<file path="src/rtl/cpu_if_pkg.sv">
// Shared types for the instruction-fetch stage.
// Fetch FSM states, queue entry layout and fetch constants.
package cpu_if_pkg;

    typedef enum logic [1:0] {
        REQ     = 2'd0,
        WAIT    = 2'd1,
        DISCARD = 2'd2
    } fetch_state_e;

    typedef struct packed {
        logic [31:0] instr;
        logic [31:0] pc_plus_4;
        logic        tag;
    } fetch_entry_t;

    localparam logic [31:0] NOP_INSTR = 32'h0;
    localparam logic [31:0] PC_STEP   = 32'd4;

endpackage

</file>
<file path="src/rtl/if_fetch_queue.sv">
// Small FIFO of fetched instructions between imem and decode.
// Flush beats push; push while full is taken only with a pop.
module if_fetch_queue
    import cpu_if_pkg::*;
#(
    parameter int QDEPTH = 2
) (
    input  logic         i_clk,
    input  logic         i_rst,
    input  logic         i_push,
    input  logic         i_pop,
    input  logic         i_flush,
    input  fetch_entry_t i_data,
    output fetch_entry_t o_head,
    output logic [31:0]  o_next_pc4,
    output logic         o_next_vld,
    output logic         o_full,
    output logic         o_empty
);

    localparam int AW = $clog2(QDEPTH);

    fetch_entry_t  r_mem [QDEPTH];
    logic [AW-1:0] r_rd;
    logic [AW-1:0] r_wr;
    logic [AW:0]   r_cnt;
    logic          w_push;
    logic          w_pop;
    logic [AW-1:0] w_rd_nx;

    assign o_empty    = (r_cnt == '0);
    assign o_full     = (r_cnt == (AW+1)'(QDEPTH));
    assign w_pop      = i_pop && !o_empty;
    assign w_push     = i_push && (!o_full || w_pop);
    assign w_rd_nx    = r_rd + AW'(1);
    assign o_head     = r_mem[r_rd];
    assign o_next_pc4 = r_mem[w_rd_nx].pc_plus_4;
    assign o_next_vld = (r_cnt > (AW+1)'(1));

    // Entry storage; contents are don't-care while not counted.
    always_ff @(posedge i_clk) begin
        if (w_push && !i_flush) begin
            r_mem[r_wr] <= i_data;
        end
    end

    // Pointers and occupancy; flush empties the queue outright.
    always_ff @(posedge i_clk) begin
        if (i_rst || i_flush) begin
            r_rd  <= '0;
            r_wr  <= '0;
            r_cnt <= '0;
        end else begin
            if (w_push) r_wr <= r_wr + AW'(1);
            if (w_pop)  r_rd <= w_rd_nx;
            unique case ({w_push, w_pop})
                2'b10:   r_cnt <= r_cnt + (AW+1)'(1);
                2'b01:   r_cnt <= r_cnt - (AW+1)'(1);
                default: r_cnt <= r_cnt;
            endcase
        end
    end

endmodule

</file>
<file path="src/rtl/if_stage.sv">
// Instruction fetch: PC, single-outstanding imem fetch, 2-deep queue.
// Optional IF_PERF_CNT_EN adds saturating perf_fetch/stall/flush counters.
module if_stage
    import cpu_if_pkg::*;
#(
    parameter logic [31:0] RESET_PC = 32'h0000_0000,
    parameter logic [31:0] INTR_VEC = 32'h0000_0100,
    parameter int          QDEPTH   = 2
) (
    input  logic        i_clk,
    input  logic        i_rst,
    input  logic        i_branch_sel,
    input  logic [31:0] i_branch_pc,
    input  logic        i_stall,
    input  logic        i_intr_req,
    output logic        o_imem_req,
    output logic [31:0] o_imem_addr,
    input  logic        i_imem_gnt,
    input  logic        i_imem_rvalid,
    input  logic [31:0] i_imem_rdata,
    output logic        o_out_valid,
    output logic [31:0] o_instr,
    output logic [31:0] o_pc_plus_4,
    output logic        o_interrupt,
`ifdef IF_PERF_CNT_EN
    output logic [31:0] o_perf_fetch,
    output logic [31:0] o_perf_stall,
    output logic [31:0] o_perf_flush,
`endif
    output logic [31:0] o_epc
);

    fetch_state_e r_state;
    fetch_state_e w_state_nx;
    logic [31:0]  r_pc;
    logic [31:0]  r_fetch_pc;
    logic         r_fetch_tag;
    logic         r_intr_q;
    logic         r_intr_pend;
    logic         r_intr_acc;
    logic [31:0]  r_epc;

    fetch_entry_t w_head;
    fetch_entry_t w_push_data;
    logic [31:0]  w_next_pc4;
    logic         w_next_vld;
    logic         w_full;
    logic         w_empty;
    logic         w_accept;
    logic         w_flush;
    logic         w_pop;
    logic         w_push;
    logic         w_gnt;
    logic         w_can_req;
    logic [31:0]  w_branch_pc;
    logic [31:0]  w_ret_pc;

    assign w_branch_pc = i_branch_pc & 32'hFFFF_FFFC;
    assign w_accept    = r_intr_pend && !r_intr_acc && !i_branch_sel;
    assign w_flush     = i_branch_sel || w_accept;
    assign w_pop       = o_out_valid && !i_stall && !i_branch_sel;
    assign w_can_req   = !w_full || w_pop;
    assign w_gnt       = o_imem_req && i_imem_gnt;
    assign w_push      = (r_state == WAIT) && i_imem_rvalid && !w_flush;
    assign w_push_data = '{instr:     i_imem_rdata,
                           pc_plus_4: r_fetch_pc + PC_STEP,
                           tag:       r_fetch_tag};

    assign o_imem_addr = r_pc;
    assign o_out_valid = !w_empty;
    assign o_instr     = o_out_valid ? w_head.instr : NOP_INSTR;
    assign o_pc_plus_4 = o_out_valid ? w_head.pc_plus_4 : 32'h0;
    assign o_interrupt = o_out_valid && w_head.tag;
    assign o_epc       = r_epc;

    if_fetch_queue #(.QDEPTH(QDEPTH)) u_queue (
        .i_clk      (i_clk),
        .i_rst      (i_rst),
        .i_push     (w_push),
        .i_pop      (w_pop),
        .i_flush    (w_flush),
        .i_data     (w_push_data),
        .o_head     (w_head),
        .o_next_pc4 (w_next_pc4),
        .o_next_vld (w_next_vld),
        .o_full     (w_full),
        .o_empty    (w_empty)
    );

    // Return address: oldest instruction not yet handed to decode.
    always_comb begin
        w_ret_pc = r_pc;
        if (!w_empty && !w_pop) begin
            w_ret_pc = w_head.pc_plus_4 - PC_STEP;
        end else if (w_next_vld) begin
            w_ret_pc = w_next_pc4 - PC_STEP;
        end else if (r_state == WAIT) begin
            w_ret_pc = r_fetch_pc;
        end
    end

    // Fetch FSM next state and request; flushed grants get discarded.
    always_comb begin
        w_state_nx = r_state;
        o_imem_req = 1'b0;
        unique case (r_state)
            REQ: begin
                o_imem_req = w_can_req && !i_rst;
                if (w_gnt) w_state_nx = w_flush ? DISCARD : WAIT;
            end
            WAIT: begin
                if (i_imem_rvalid) w_state_nx = REQ;
                else if (w_flush)  w_state_nx = DISCARD;
            end
            DISCARD: begin
                if (i_imem_rvalid) w_state_nx = REQ;
            end
            default: w_state_nx = REQ;
        endcase
    end

    // FSM state register.
    always_ff @(posedge i_clk) begin
        if (i_rst) r_state <= REQ;
        else       r_state <= w_state_nx;
    end

    // PC, in-flight fetch info and interrupt bookkeeping.
    always_ff @(posedge i_clk) begin
        if (i_rst) begin
            r_pc        <= RESET_PC;
            r_fetch_pc  <= 32'h0;
            r_fetch_tag <= 1'b0;
            r_intr_q    <= 1'b0;
            r_intr_pend <= 1'b0;
            r_intr_acc  <= 1'b0;
            r_epc       <= 32'h0;
        end else begin
            r_intr_q <= i_intr_req;
            if (i_branch_sel)  r_pc <= w_branch_pc;
            else if (w_accept) r_pc <= INTR_VEC;
            else if (w_gnt)    r_pc <= r_pc + PC_STEP;
            if (w_gnt) begin
                r_fetch_pc  <= r_pc;
                r_fetch_tag <= r_intr_acc;
            end
            if (w_accept) begin
                r_epc      <= w_ret_pc;
                r_intr_acc <= 1'b1;
            end else if (i_branch_sel) begin
                r_intr_acc <= 1'b0;
            end
            if (i_intr_req && !r_intr_q && !r_intr_pend) begin
                r_intr_pend <= 1'b1;
            end
            if (w_push && r_fetch_tag) begin
                r_intr_pend <= 1'b0;
                r_intr_acc  <= 1'b0;
            end
        end
    end

`ifdef IF_PERF_CNT_EN
    logic [31:0] r_perf_fetch;
    logic [31:0] r_perf_stall;
    logic [31:0] r_perf_flush;

    // Saturating event counters.
    always_ff @(posedge i_clk) begin
        if (i_rst) begin
            r_perf_fetch <= 32'h0;
            r_perf_stall <= 32'h0;
            r_perf_flush <= 32'h0;
        end else begin
            if (w_pop && r_perf_fetch != '1)
                r_perf_fetch <= r_perf_fetch + 32'd1;
            if (o_out_valid && i_stall && r_perf_stall != '1)
                r_perf_stall <= r_perf_stall + 32'd1;
            if (w_flush && r_perf_flush != '1)
                r_perf_flush <= r_perf_flush + 32'd1;
        end
    end

    assign o_perf_fetch = r_perf_fetch;
    assign o_perf_stall = r_perf_stall;
    assign o_perf_flush = r_perf_flush;
`endif

endmodule

</file>
<file path="config.mk">
export PLATFORM = sky130hd
export DESIGN_NAME = if_stage
export DESIGN_NICKNAME = d
export VERILOG_FILES = /design/src/rtl/cpu_if_pkg.sv /design/src/rtl/if_fetch_queue.sv /design/src/rtl/if_stage.sv
export SDC_FILE = /design/constraint.sdc
export NUM_CORES = 1
export LEC_CHECK = 0
export CORE_MARGIN = 2
export CORE_UTILIZATION = 38
export DETAILED_ROUTE_END_ITERATION = 12
export PLACE_DENSITY = 0.63
export SYNTH_ARGS = -nofsm -noshare
export SYNTH_HDL_FRONTEND = slang
export SYNTH_SLANG_ARGS = --single-unit
</file>
<file path="constraint.sdc">
create_clock -name i_clk -period 4.1 [get_ports i_clk]
set_input_delay 0.41 -clock i_clk [delete_from_list [all_inputs] [get_ports i_clk]]
set_output_delay 0.41 -clock i_clk [all_outputs]
set_load 0.02 [all_outputs]
</file>
==> impl_results.md <==
* Slowest cell on the critical path: nor3_1
* Result of the run: finished clean
* Leak at between 4 and 5 nW
* Largest net degree at the start of global routing at 65
* Antenna diodes at 0
* Clock input transition at the sequential cells of the worst setup and hold paths at ~0.060 ns
* Area of the die at 34500 um2
* PnR worst setup slack at slightly below 0.8 ns
* Async SR Flop Fraction at 0%
* Part of the total power dissipated in sequential elements at 47.9%
* Number of standard-cell rows in the floorplan at 66
* Areal power density over the cells at 331 nW/um2
* Chip Height at 186 um
* Total GRT Usage at 22.1%
* Fraction of final layout cells with drive strength greater than 1 at approximately 6.5%
* Slew @ Worst Pin at 1.18 ns
* Vias in the first global route at 10441
* PortBufs at 193
* Number of clock buffers inserted by TritonCTS at 26
* Largest driver fanout on the critical path at 53
* Number of enable flip-flop cells after synthesis at 126
* Combinational cell fraction of total power at 8.4%
* Core area at 32500 um2
* Worst Path Required at 4.55 ns
* Total net switching power at 0.00125 W
* Count of buffers added by post-CTS timing repair for setup at 0
* Switching part of the total power at 23.9%
* Count of yosys warnings during synthesis at 0
* Clock Power Share at 43.7%
* Area Growth Syn to Fin at 25.6%
* Aggregate routed wire length at just under 40000 um
* Maximum achievable frequency at 300 MHz
* Worst Path Class, Setup: reg2reg
* Routed vias at 11096
* Number of antenna-violating nets in the routed design at 0
* Number of detailed-route iterations in the first pass at 5
* Most common cell after layout, fill and taps aside: clkdlybuf4s50_1
* DP HPWL at around 27000 um
* Proportion of synthesized chip area in sequential cells at 46.2%
* First-pass GRT wire length at 59700 um
* Cell internal pwr at ~0.0040 W
* Max H-tree Level at 1
* Maximum resistive drop on vdd at 0.253 mV
* Startpoint class of the critical path: flop
* Clock tree root driver cell: clkbuf_16
* CTS-repair resized insts at 0
* Worst-case clock buffer depth at 3
* Total number of nets in the final design at about 1600
* Hold Vio Cnt, Final at 0
* Clock tree from TritonCTS: done
* Hold Buf Count CTS at 0
* Post-route minimum period at 3.33 ns
* Delay of the slowest critical-path stage at ~0.7 ns
* Post-synthesis sequential element count at 227
* Final critical-path share of the clock period at 81.2%
* Slew HR at 20.7%
* Non-Filler Cell Area, Final at 15800 um2
* Mean Syn Cell Area at 9.29 um2
* Final setup viols at 0
* Sort of element at the end of the critical path: flop
* Number of clock sinks seen by CTS at 227
* Number of instances in the synthesized netlist at 1352
* Category of cells accounting for the largest share of critical-path delay: simple AND/OR/NAND/NOR gates
* Via/cell ratio at between 5 and 6
* Max Cap Viol at 0
* Floorplan die width at 186 um
* Data arrival time at the worst-slack endpoint at 3.78 ns
* Initial DRC count at 949
* Worst clock skew at 0.0141 ns
* DRC at 0
* Boundary Pins at 202
* Unrepaired setup endpoints after global routing: false
* Number of max-slew violations in the final report at 0
* Setup slack after placement at 0.857 ns
* Predominant post-synthesis flop cell: edfxtp_1
* Global placement routability congestion at about 0.9
* Starting utilization of the core area at 38.6%
* Final routed wire length divided by cell count at 19.6 um
* Most frequent cells in the layout: clkdlybuf4s50_1, nor2_1, nand2_1
* Overall overflow remaining after global route at 0
* Worst path buffer plus inverter count at 1
* Clock insertion delay at the later pin of the skew report at around 0.54 ns
* Total cell area at the placement stage at roughly 15000 um2
* Distinct cell type count after synthesis at 70
* Cell area after synthesis at 12600 um2
* Antenna violations before repair at 0
* Ordered list of cells on the worst path: buf_4, nor4b_1, a22oi_1, nor3_1, a31o_2, a31oi_1, a211oi_1
* Classification of the worst-slack hold path: in2reg
-- per-layer routing --
layer / GRT usage [%] / part of all wire [%]
met3: 3.19 / 7.5
met4: 4.85 / 1.6
met2: 34.2 / 44
met5: 0 / 0
met1: 32.7 / 47
-- final cells by class --
type / instances / area [um2]
Clock buffer: 34 / 702
Clock inverter: 14 / 134
Fill cell: 3062 / 16800
Inverter: 15 / 56.3
Multi-Input combinational cell: 1022 / 6340
Sequential cell: 227 / 5810
Tap cell: 442 / 553
Timing Repair Buffer: 222 / 2180
-- metrics by stage --
stage	utilization [%]	setup TNS, ns	hold slack [ns]	cells	total power [W]
6_report	48.5	0	0.419	1976	0.00523
5_1_grt	48.5	0	0.441	1976	0.00541
4_1_cts	48.5	0	0.407	1976	0.00527
3_5_place_dp	45.9	0	0.486	1928	0.00298
3_3_place_gp	45.9	0	0.485	1928	0.00298
2_1_floorplan	-	-26.36	0.466	1357	0.00276
-- worst paths after layout --
path | endpoint | slack (ns) | cells after the start | from
max | o_epc[31] | 0.77 | 7 | flop
min reg2reg | o_epc[18] | 0.49 | 2 | o_epc[18]
min | o_imem_addr[24] | 0.42 | 3 | i_branch_pc[24]
max reg2reg | o_epc[31] | 0.77 | 7 | flop
-- cells in the mapped netlist, types with 27 or more instances --
master,instances,area [um2]
edfxtp_1,126,3780
xnor2_1,41,359
mux2i_1,89,891
xor2_1,29,254
dfxtp_1,101,2020
nand2_1,153,574
a21oi_1,68,340
o21ai_0,48,240
nor3_1,54,270
nand3_1,40,200
nand2b_1,36,225
a211oi_1,27,203
nor2_1,161,604
clkbuf_1,61,229
-- tightest hold or removal path: stages --
cell and delay (ns):
clkdlybuf4s50_1 0.40, nand2_1 0.05, o21ai_1 0.05
-- cell families (layout without fill, tap and decap cells) --
logic type | count (synthesis) | count (layout) | share of synthesized area (%)
simple gates | 561 | 561 | 21.9
compound gates | 274 | 274 | 14.1
flops | 227 | 227 | 46.2
buf+inv | 108 | 285 | 3.73
mux | 103 | 103 | 8.37
xor+xnor | 70 | 70 | 4.88
fa+ha+maj | 8 | 8 | 0.797
other cells | 1 | 6 | 0.0298
-- flip-flops by register name, indices dropped and copies added (netlist names), named ones only --
name / cells
o_epc: 30
o_imem_addr: 30
r_fetch_pc: 30
r_fetch_tag: 1
r_intr_acc: 1
r_intr_pend: 1
r_intr_q: 1
r_state: 2
u_queue.r_cnt: 2
u_queue.r_mem: 126
u_queue.r_rd: 1
u_queue.r_wr: 1
-- power groups by stage --
| stage | Clock [W] | Combinational [W] | Sequential (W) |
|---|---|---|---|
| after floorplan | 0 | 0.000198 | 0.00256 |
| after global placement | 0 | 0.000428 | 0.00255 |
| after detailed placement | 0 | 0.000435 | 0.00255 |
| after CTS | 0.00233 | 0.000438 | 0.00250 |
| after global routing | 0.00242 | 0.000475 | 0.00251 |
| final | 0.00229 | 0.000439 | 0.00250 |
Note: power is estimated with default switching activity, not from simulation.
